$ cat src/rtl/fht_pkg.sv
// Shared types and sizing helpers for the FHT result-RAM unload path.
// Build option: FHT_RD_BITREV_EN selects bit-reversed stream order.
package fht_pkg;

  typedef enum logic [1:0] {
    ST_IDLE  = 2'd0,
    ST_RUN   = 2'd1,
    ST_DRAIN = 2'd2
  } state_t;

  localparam int DEF_D_BIT  = 17;
  localparam int DEF_A_BIT  = 8;
  localparam int DEF_RD_LAT = 1;

  function automatic int n_pts(input int depth);
    return 4 * depth;
  endfunction

  function automatic int idx_bit(input int a_bit);
    return a_bit + 2;
  endfunction

  function automatic int fifo_depth(input int rd_lat);
    return rd_lat + 2;
  endfunction

endpackage

$ cat src/rtl/fht_rd_skid_fifo.sv
// Small register-based skid FIFO holding {last, data}; head is visible
// combinationally and the occupancy is exported for the issue credit check.
module fht_rd_skid_fifo
  import fht_pkg::*;
#(
  parameter int W     = DEF_D_BIT + 1,
  parameter int DEPTH = fifo_depth(DEF_RD_LAT),
  parameter int CNT_W = $clog2(DEPTH + 1)
) (
  input  logic             i_clk,
  input  logic             i_rst_n,
  input  logic             i_push,
  input  logic [W-1:0]     i_wdata,
  input  logic             i_pop,
  output logic [W-1:0]     o_rdata,
  output logic             o_empty,
  output logic [CNT_W-1:0] o_count
);

  localparam int PTR_W = (DEPTH > 1) ? $clog2(DEPTH) : 1;
  localparam logic [PTR_W-1:0] PTR_LAST = PTR_W'(DEPTH - 1);

  logic [W-1:0]     r_mem [DEPTH];
  logic [PTR_W-1:0] r_wr;
  logic [PTR_W-1:0] r_rd;
  logic [CNT_W-1:0] r_count;

  always_ff @(posedge i_clk) begin
    if (i_push) r_mem[r_wr] <= i_wdata;
  end

  always_ff @(posedge i_clk or negedge i_rst_n) begin
    if (!i_rst_n) begin
      r_wr    <= '0;
      r_rd    <= '0;
      r_count <= '0;
    end else begin
      if (i_push) r_wr <= (r_wr == PTR_LAST) ? '0 : r_wr + 1'b1;
      if (i_pop)  r_rd <= (r_rd == PTR_LAST) ? '0 : r_rd + 1'b1;
      r_count <= r_count + CNT_W'(i_push) - CNT_W'(i_pop);
    end
  end

  assign o_rdata = r_mem[r_rd];
  assign o_empty = (r_count == '0);
  assign o_count = r_count;

endmodule

$ cat src/rtl/fht_ram_reader.sv
// Unload engine: reads all 4*DEPTH points from the 4 result banks and streams
// them on valid/ready. Define FHT_RD_BITREV_EN for bit-reversed stream order.
module fht_ram_reader
  import fht_pkg::*;
#(
  parameter int D_BIT  = DEF_D_BIT,
  parameter int A_BIT  = DEF_A_BIT,
  parameter int DEPTH  = 2 ** A_BIT,
  parameter int RD_LAT = DEF_RD_LAT
) (
  input  logic             iCLK,
  input  logic             iRESET,
  input  logic             iSTART,
  output logic [A_BIT-1:0] oADDR_RD_0,
  output logic [A_BIT-1:0] oADDR_RD_1,
  output logic [A_BIT-1:0] oADDR_RD_2,
  output logic [A_BIT-1:0] oADDR_RD_3,
  input  logic [D_BIT-1:0] iDATA_0,
  input  logic [D_BIT-1:0] iDATA_1,
  input  logic [D_BIT-1:0] iDATA_2,
  input  logic [D_BIT-1:0] iDATA_3,
  output logic [D_BIT-1:0] oDATA,
  output logic             oVALID,
  input  logic             iREADY,
  output logic             oLAST,
  output logic             oBUSY,
  output logic             oDONE
);

  localparam int N_PTS_L = n_pts(DEPTH);
  localparam int IDX_W   = idx_bit(A_BIT);
  localparam int FD      = fifo_depth(RD_LAT);
  localparam int CNT_W   = $clog2(FD + 1);
  localparam logic [IDX_W-1:0] LAST_IDX = IDX_W'(N_PTS_L - 1);

  state_t             r_state;
  state_t             w_state_next;
  logic [IDX_W-1:0]   r_n;
  logic [IDX_W-1:0]   w_idx;
  logic [IDX_W-1:0]   w_map;
  logic               w_issue;
  logic               w_done_next;
  logic [A_BIT-1:0]   r_addr;
  logic               r_iss_v;
  logic               r_iss_last;
  logic [1:0]         r_iss_bank;
  logic [RD_LAT-1:0]  r_pv;
  logic [RD_LAT-1:0]  r_plast;
  logic [1:0]         r_pbank [RD_LAT];
  logic [D_BIT-1:0]   w_q;
  logic [D_BIT:0]     w_rdata;
  logic               w_empty;
  logic [CNT_W-1:0]   w_count;
  logic               w_pop;
  logic [3:0]         w_used;
  logic               w_credit_ok;
  logic [D_BIT-1:0]   r_hold;
  logic               r_done;

  genvar gi;
  generate
    for (gi = 0; gi < IDX_W; gi++) begin : g_map
`ifdef FHT_RD_BITREV_EN
      assign w_map[gi] = w_idx[IDX_W-1-gi];
`else
      assign w_map[gi] = w_idx[gi];
`endif
    end
  endgenerate

  // Slots committed = FIFO contents + every read still on its way back; a beat
  // leaving this cycle frees its slot in time for the next issue.
  always_comb begin
    w_used = 4'(w_count) + 4'(r_iss_v);
    for (int k = 0; k < RD_LAT; k++) w_used = w_used + 4'(r_pv[k]);
    w_used = w_used - 4'(w_pop);
  end
  assign w_credit_ok = (w_used < 4'(FD));

  always_ff @(posedge iCLK or negedge iRESET) begin
    if (!iRESET) begin
      r_state <= ST_IDLE;
      r_done  <= 1'b0;
    end else begin
      r_state <= w_state_next;
      r_done  <= w_done_next;
    end
  end

  always_comb begin
    w_state_next = r_state;
    w_issue      = 1'b0;
    w_idx        = r_n;
    w_done_next  = 1'b0;
    unique case (r_state)
      ST_IDLE: if (iSTART) begin
        w_issue      = 1'b1;
        w_idx        = '0;
        w_state_next = ST_RUN;
      end
      ST_RUN: if (w_credit_ok) begin
        w_issue = 1'b1;
        if (r_n == LAST_IDX) w_state_next = ST_DRAIN;
      end
      ST_DRAIN: if (w_pop && w_rdata[D_BIT]) begin
        w_state_next = ST_IDLE;
        w_done_next  = 1'b1;
      end
      default: w_state_next = ST_IDLE;
    endcase
  end

  always_ff @(posedge iCLK or negedge iRESET) begin
    if (!iRESET) begin
      r_n        <= '0;
      r_addr     <= '0;
      r_iss_v    <= 1'b0;
      r_iss_last <= 1'b0;
      r_iss_bank <= '0;
    end else begin
      r_iss_v <= w_issue;
      if (w_issue) begin
        r_addr     <= w_map[IDX_W-1:2];
        r_iss_bank <= w_map[1:0];
        r_iss_last <= (w_idx == LAST_IDX);
        r_n        <= (w_idx == LAST_IDX) ? w_idx : w_idx + 1'b1;
      end
    end
  end

  // Bank select and last tag ride alongside the RAM read latency.
  always_ff @(posedge iCLK or negedge iRESET) begin
    if (!iRESET) begin
      r_pv    <= '0;
      r_plast <= '0;
      for (int k = 0; k < RD_LAT; k++) r_pbank[k] <= '0;
    end else begin
      r_pv[0]    <= r_iss_v;
      r_plast[0] <= r_iss_last;
      r_pbank[0] <= r_iss_bank;
      for (int k = 1; k < RD_LAT; k++) begin
        r_pv[k]    <= r_pv[k-1];
        r_plast[k] <= r_plast[k-1];
        r_pbank[k] <= r_pbank[k-1];
      end
    end
  end

  always_comb begin
    w_q = iDATA_0;
    case (r_pbank[RD_LAT-1])
      2'd1:    w_q = iDATA_1;
      2'd2:    w_q = iDATA_2;
      2'd3:    w_q = iDATA_3;
      default: w_q = iDATA_0;
    endcase
  end

  fht_rd_skid_fifo #(
    .W     (D_BIT + 1),
    .DEPTH (FD),
    .CNT_W (CNT_W)
  ) u_fifo (
    .i_clk   (iCLK),
    .i_rst_n (iRESET),
    .i_push  (r_pv[RD_LAT-1]),
    .i_wdata ({r_plast[RD_LAT-1], w_q}),
    .i_pop   (w_pop),
    .o_rdata (w_rdata),
    .o_empty (w_empty),
    .o_count (w_count)
  );

  always_ff @(posedge iCLK or negedge iRESET) begin
    if (!iRESET)    r_hold <= '0;
    else if (w_pop) r_hold <= w_rdata[D_BIT-1:0];
  end

  assign w_pop      = !w_empty && iREADY;
  assign oVALID     = !w_empty;
  assign oDATA      = w_empty ? r_hold : w_rdata[D_BIT-1:0];
  assign oLAST      = !w_empty && w_rdata[D_BIT];
  assign oBUSY      = (r_state != ST_IDLE);
  assign oDONE      = r_done;
  assign oADDR_RD_0 = r_addr;
  assign oADDR_RD_1 = r_addr;
  assign oADDR_RD_2 = r_addr;
  assign oADDR_RD_3 = r_addr;

endmodule

$ cat config.mk
export PLATFORM = sky130hd
export DESIGN_NAME = fht_ram_reader
export DESIGN_NICKNAME = d
export VERILOG_FILES = /design/src/rtl/fht_pkg.sv /design/src/rtl/fht_rd_skid_fifo.sv /design/src/rtl/fht_ram_reader.sv
export SDC_FILE = /design/constraint.sdc
export NUM_CORES = 1
export LEC_CHECK = 0
export BUFFER_PORTS_ARGS = -buffer_cell sky130_fd_sc_hd__buf_2
export CELL_PAD_IN_SITES_DETAIL_PLACEMENT = 1
export CELL_PAD_IN_SITES_GLOBAL_PLACEMENT = 1
export CORE_MARGIN = 2
export CORE_UTILIZATION = 42
export DETAILED_ROUTE_END_ITERATION = 16
export GPL_TIMING_DRIVEN = 0
export PLACE_DENSITY_LB_ADDON = 0.1
export SLEW_MARGIN = 20
export SYNTH_ARGS = -nofsm -noshare
export SYNTH_HDL_FRONTEND = slang
export SYNTH_SLANG_ARGS = --single-unit
$ cat constraint.sdc
create_clock -name iCLK -period 4.06 [get_ports iCLK]
set_input_delay 0.406 -clock iCLK [delete_from_list [all_inputs] [get_ports iCLK]]
set_output_delay 0.406 -clock iCLK [all_outputs]
set_load 0.005 [all_outputs]
# ---- After elaboration in Yosys (flattened, before gate mapping)
# Memories as Yosys holds them, arrays and structs flattened.
# Index checks and enable logic that the tools add are counted.
dict set report totals {
  reg_bits 52
  ramBits 54
  inputBits 72
  output_inout_bits 53
  wordCells 64
  n_memories 1
}
# name depth word_bits read_ports rd_ports_with_merged_regs wr line
set mem_list {}
lappend mem_list {u_fifo.r_mem 3 18 1 0 1 fht_rd_skid_fifo.sv:23} ;# logic [W-1:0] r_mem [DEPTH];
dict set report classes {
  addsub 8
  order_cmp 1
  eq_ne 13
  muxes 19
  n_reduce_logical 8
}
# operator count
set op_table {}
lappend op_table {{$pmux W17 S3} 1}
lappend op_table {{$mux W10} 3}
lappend op_table {{$eq A10 B10 Y1 const B} 2}
lappend op_table {{$mux W17} 1}
lappend op_table {{$mux W2} 6}
lappend op_table {{$add A10 B1 Y10 const B} 1}
lappend op_table {{$eq A2 B2 Y1 const B} 5}
lappend op_table {{$ne A2 B2 Y1 const B} 4}
lappend op_table {{$mux W1} 6}
lappend op_table {{$pmux W2 S3} 1}
lappend op_table {{$add A2 B1 Y2 const B} 2}
lappend op_table {{$add A3 B1 Y4} 1}
lappend op_table {{$eq A2 B1 Y1 const B} 2}
lappend op_table {{$logic_not A2 Y1} 2}
lappend op_table {{$lt A4 B2 Y1 const B} 1}
lappend op_table {{$reduce_and A4 Y1} 1}
lappend op_table {{$sub A4 B1 Y4} 1}
lappend op_table {{$add A2 B1 Y3} 1}
lappend op_table {{$logic_and A1 B1 Y1} 3}
lappend op_table {{$add A2 B1 Y2} 1}
lappend op_table {{$pmux W1 S2} 1}
lappend op_table {{$reduce_bool A2 Y1} 1}
lappend op_table {{$sub A2 B1 Y2} 1}
lappend op_table {{$logic_not A1 Y1} 1}

# ---- Longest topological paths before layout
dict set report depth {
  word_depth 7
  ltp_mapped 14
  depth_no_buf 12
}

# ---- Hierarchy
# From an unflattened synthesis, not the netlist that was laid out.
dict set report unflattened {
  cells_unflattened 383
  hier_area_um2 5104.9
}
# module n_inst cells_per_inst area_per_inst_um2 seq_area_each_um2
set by_module_without_submodules {}
lappend by_module_without_submodules {fht_ram_reader 1 244 2816.5 1151.1}
lappend by_module_without_submodules {fht_rd_skid_fifo 1 139 2288.4 1771.7}

# ---- Worst setup path after synthesis
# No wires, ideal clock.
dict set report synth_timing {
  path_kind {register to register}
  start {register u_fifo.r_count[1] (netlist: u_fifo.o_count[1])}
  end {register r_n[5]}
  setup_time_ns 0.078
  t_arrival_ns 3.597
  required_time_ns 3.982
  slack_ns 0.385
  stages_incl_launch_ff 14
  n_path_buf 1
  period_less_slack_ns 3.675
  path_cell_list {dfrtp_1 -> nor2_1 -> inv_2 -> nand2_1 -> clkbuf_1 -> inv_2 -> ha_1 -> fa_1 -> fa_1 -> xnor2_1 -> o2111ai_1 -> or4_4 -> or3_1 -> a21oi_1}
}
dict set report synth_via {
  elab_chain_len 7
  elab_cells_between_ends 9
  classes_between {add/sub (3); order compare (1); mux (2); reduce/logical (3)}
}
# item line
set synth_rtl {}
lappend synth_rtl {{from (decl)} fht_rd_skid_fifo.sv:26} ;# logic [CNT_W-1:0] r_count;
lappend synth_rtl {{from (signal assigned)} fht_rd_skid_fifo.sv:40} ;# r_count <= r_count + CNT_W'(i_push) - CNT_W'(i_pop);
lappend synth_rtl {{$logic_not A2 Y1} fht_rd_skid_fifo.sv:45} ;# assign o_empty = (r_count == '0);
lappend synth_rtl {{$logic_not A1 Y1} -}
lappend synth_rtl {{net oVALID} fht_ram_reader.sv:23} ;# output logic oVALID,
lappend synth_rtl {{$logic_and A1 B1 Y1} fht_ram_reader.sv:179} ;# assign w_pop = !w_empty && iREADY;
lappend synth_rtl {{net u_fifo.i_pop} fht_rd_skid_fifo.sv:14} ;# input logic i_pop,
lappend synth_rtl {{$sub A4 B1 Y4} fht_ram_reader.sv:76} ;# w_used = w_used - 4'(w_pop);
lappend synth_rtl {{$lt A4 B2 Y1} fht_ram_reader.sv:78} ;# assign w_credit_ok = (w_used < 4'(FD));
lappend synth_rtl {{$mux W1} fht_ram_reader.sv:101} ;# ST_RUN: if (w_credit_ok) begin
lappend synth_rtl {{$pmux W1 S2} fht_ram_reader.sv:95} ;# unique case (r_state)
lappend synth_rtl {{to (signal assigned)} fht_ram_reader.sv:126} ;# r_n <= (w_idx == LAST_IDX) ? w_idx : w_idx + 1'b1;
lappend synth_rtl {{to (decl)} fht_ram_reader.sv:38} ;# logic [IDX_W-1:0] r_n;
# The timed path passes the listed nets, and every way through them passes these cells.
# A chain may end at the register's enable or synchronous reset.

# ---- Worst setup path after layout
dict set report layout_timing {
  start {register u_fifo.r_count[1] (netlist: u_fifo.o_count[1])}
  end {register r_n[5]}
}
dict set report layout_via {
  elab_chain_len 7
  elab_cells_between_ends 9
  classes_between {add/sub (3); order compare (1); mux (2); reduce/logical (3)}
}
# item line
set layout_rtl {}
lappend layout_rtl {{$logic_not A2 Y1} fht_rd_skid_fifo.sv:45}
lappend layout_rtl {{$logic_not A1 Y1} fht_ram_reader.sv:179}
lappend layout_rtl {{$logic_and A1 B1 Y1} fht_ram_reader.sv:179}
lappend layout_rtl {{net u_fifo.i_pop} fht_rd_skid_fifo.sv:14}
lappend layout_rtl {{$sub A4 B1 Y4} fht_ram_reader.sv:76}
lappend layout_rtl {{$lt A4 B2 Y1} fht_ram_reader.sv:78}
lappend layout_rtl {{$mux W1} fht_ram_reader.sv:101}
lappend layout_rtl {{$pmux W1 S2} fht_ram_reader.sv:95}
# The timed path passes the listed nets, and every way through them passes these cells.

==> impl_results.md <==
- Net count of the finished layout: 642
- Power Dens Cells: roughly 800 nW/um^2
- Post-CTS setup-driven buffer insertion count: 0
- Remaining routing DRC violations: 0
- Ys flop type: sky130_fd_sc_hd__edfxtp_1
- Commonest cells in the netlist: sky130_fd_sc_hd__nand2_1, sky130_fd_sc_hd__edfxtp_1, sky130_fd_sc_hd__dfrtp_1, sky130_fd_sc_hd__a21oi_1, sky130_fd_sc_hd__nor2_1
- Half-perimeter wire length after placement: 9260 um
- Clock buffers created by TritonCTS: 9
- Via total after detailed routing: between 3000 and 4000
- Syn Area/Cell: 11.9 um^2
- Core area: 11600 um^2
- Clk root buf: sky130_fd_sc_hd__clkbuf_16
- Dominant cells by area after synthesis: sky130_fd_sc_hd__edfxtp_1, sky130_fd_sc_hd__dfrtp_1, sky130_fd_sc_hd__mux4_2
- Die boundary width: roughly 110 um
- Routability congestion estimate from global placement: ~0.79
- Cell type contributing the most total cell area after synthesis: sky130_fd_sc_hd__edfxtp_1
- Final Hold Viols: 0
- Clock transition at the registers of the reported paths: 70 ps
- Row count: 39
- Unrepaired setup endpoints after global routing: false
- Share of the clock period used by the worst path after layout: 93.8%
- Number of synthesized register bits: 106
- CP arrival: approximately 4100 ps
- Class of the most critical setup path: reg2reg
- Synth cell types: 44
- Post-Synthesis Cells: between 400 and 500
- Worst IR Drop VDD: 0.333 mV
- Detailed router's first-iteration violation count: 210
- Master of the slowest instance on the critical path: sky130_fd_sc_hd__or4_4
- Result of the run: finished clean
- Overall fraction of global-route tracks in use: 19.9%
- Post-Route Setup TNS: 0 ps
- Sequential element share of the synthesized area: 58.2%
- Synthesis warning total: 0
- Setup slack after placement: -467 ps
- Total nets after synthesis: slightly above 500
- Least setup slack across all paths after layout: about 250 ps
- Wire length of the first global-routing pass: ~20000 um
- Clock period minus final worst setup slack: 3810 ps
- Antenna cells: 0
- Die footprint: roughly 13000 um^2
- Cells along the critical path: nor2_4 > inv_2 > nand2_2 > inv_2 > ha_1 > fa_1 > fa_1 > xnor2_1 > o2111ai_1 > or4_4 > or3_1 > a21oi_1
- Critical path capture point type: flop
- Maximum number of pins on one net before global-route repair: between 50 and 60
- Routed Wire Length: approximately 12000 um
- Max-Slew Margin vs Limit: approximately 44%
- Most frequent cell after synthesis: sky130_fd_sc_hd__nand2_1
- Top-Level Pins: around 130
- Layout area overhead: 23.6%
- Slew at the pin with the worst max-slew slack: ~840 ps
- Final setup violation count: 0
- Iteration count of the initial detailed-routing pass: 7
- Gr ovfl total: 0
- Path category of the worst min-delay check: in2async
- Routed WL per cell: around 17 um
- Category of the worst setup path launch point: flop
- Longest Clk Path Bufs: 2
- Max-slew violation count: 0
- Synth top area share: approximately a third
- Number of global-route vias before repair: approximately 3900
- Number of buffers inserted by hold repair at cts: 0
- Share of cells above drive strength 1: 34.9%
- Antenna violations before repair: 0
- Peak per-stage delay on the critical path: roughly 500 ps
- Share of async-settable or async-resettable flops after synthesis: between 40% and 50%
- Initial Utilization: approximately 43%
- Clock sink count: about 110
- Largest fanout on the critical path: 11
- Number of buffers inserted by port buffering: ~120
- Count of flip-flops with a built-in enable after synthesis: between 50 and 60
- Leakage power summed over all cells: 2.72 nW
- Post-Synthesis Cell Area: roughly 5000 um^2
- CTS tree: done
- Max Clock Freq: 262 MHz
- Die Span Y: roughly 110 um
- Critical path data required time: about 4300 ps
- # H-tree levels: 3
- Number of nets with antenna violations after detailed routing: 0
- Worst clock skew: a little under 8 ps
- Detail-routed via count per cell: 5.20
- Worst-Skew Late Latency: 350 ps
- Max capacitance violation total: 0
-- worst max-delay path: cells and delay by family, from the launching register on --
kind                     cells  cell delay, ps
AO/OA/AOI/OAI                2             400
XOR/XNOR                     1             220
adder cells (fa/ha/maj)      3            1090
buffers and inverters        2             190
flip-flops                   1             480
AND/OR/NAND/NOR              4            1350
-- report_power, final --
part | leakage, nW | switching (mW) | internal (mW)
Combinational | 1.41 | 1.33 | 0.945
Clock | 0.157 | 0.386 | 0.543
Sequential | 1.15 | 0.187 | 1.57
-- final cells by class --
| cell class | count | area, um^2 |
|---|---|---|
| Buffer | 45 | 262 |
| Clock buffer | 10 | 229 |
| Clock inverter | 6 | 87.6 |
| Fill cell | 1287 | 5360 |
| Inverter | 10 | 37.5 |
| Multi-Input combinational cell | 261 | 1820 |
| Sequential cell | 106 | 2920 |
| Tap cell | 143 | 179 |
| Timing Repair Buffer | 129 | 668 |
-- cell families after synthesis --
logic type	Yosys count	share of synthesized area [%]
flip-flops	106	58.2
AND/OR/NAND/NOR	126	11.5
adder cells (fa/ha/maj)	8	2.29
AO/OA/AOI/OAI	84	9.29
multiplexers	37	11.7
buffers and inverters	56	6.00
XOR/XNOR	6	1.05
-- registers in the layout, summed over array words and instances, names as in the netlist --
signal and flops:
r_iss_v 1, r_state 2, r_pbank 2, u_fifo.o_count 2
r_iss_bank 2, u_fifo.r_rd 2, r_hold 17, u_fifo.r_mem 54
oDONE 1, r_plast 1, r_n 10, oADDR_RD_0 8
r_iss_last 1, u_fifo.r_wr 2, r_pv 1
-- metrics by stage --
step / instances / area [um^2] / utilization (%) / hold WS (ps) / power, mW
finish: 710 / 6210 / 53.7 / 84.1 / 4.96
global placement: 690 / 5820 / 50.3 / 359 / 3.93
global route: 710 / 6210 / 53.7 / 128 / 5.34
floorplan: 423 / 5020 / - / 110 / 3.23
CTS: 710 / 6200 / 53.7 / 107 / 5.01
detailed placement: 695 / 5880 / 50.9 / 372 / 4.06
-- worst paths after layout --
kind                                   start       endpoint  slack, ps  cells after the start
max reg2reg                u_fifo.o_count[1]         r_n[5]        250                     12
max in group asynchronous             iRESET  oADDR_RD_0[1]       3490                      1
min in group iCLK                     iSTART     r_state[0]        360                      3
min reg2reg                          r_iss_v           r_pv        380                      0
min                                   iRESET      r_hold[3]         80                      1
max                        u_fifo.o_count[1]         r_n[5]        250                     12
-- cells in the final DEF (no fill, tap or decap), drive strengths merged, types with 4 or more instances in the layout --
cell    Yosys  final
dfrtp      52     52
a21o        5      5
inv        10     12
xnor2       5      5
clkbuf     19     28
and4        4      4
nand2      68     68
ha          6      6
mux4       17     17
a21oi      33     33
nor4        4      4
nor3        7      7
nand4       4      4
edfxtp     54     54
mux2i      18     18
nor2       27     27
buf        27    156
o21ai      37     37
-- routing by layer --
metal	routed length (um)	up-vias	share of wire [%]	global-route usage (%)
li1	-	1777	-	-
met5	0	-	0	0
met4	178	0	1.5	6.18
met3	426	14	3.5	3.48
met1	5140	1828	42	24.7
met2	6430	75	53	35.3
-- what timing repair did --
item                       CTS  global route
gates resized for setup      3             3
gates cloned                 0             0
setup endpoints to repair   22            13
(Power assumes the default switching activity.)
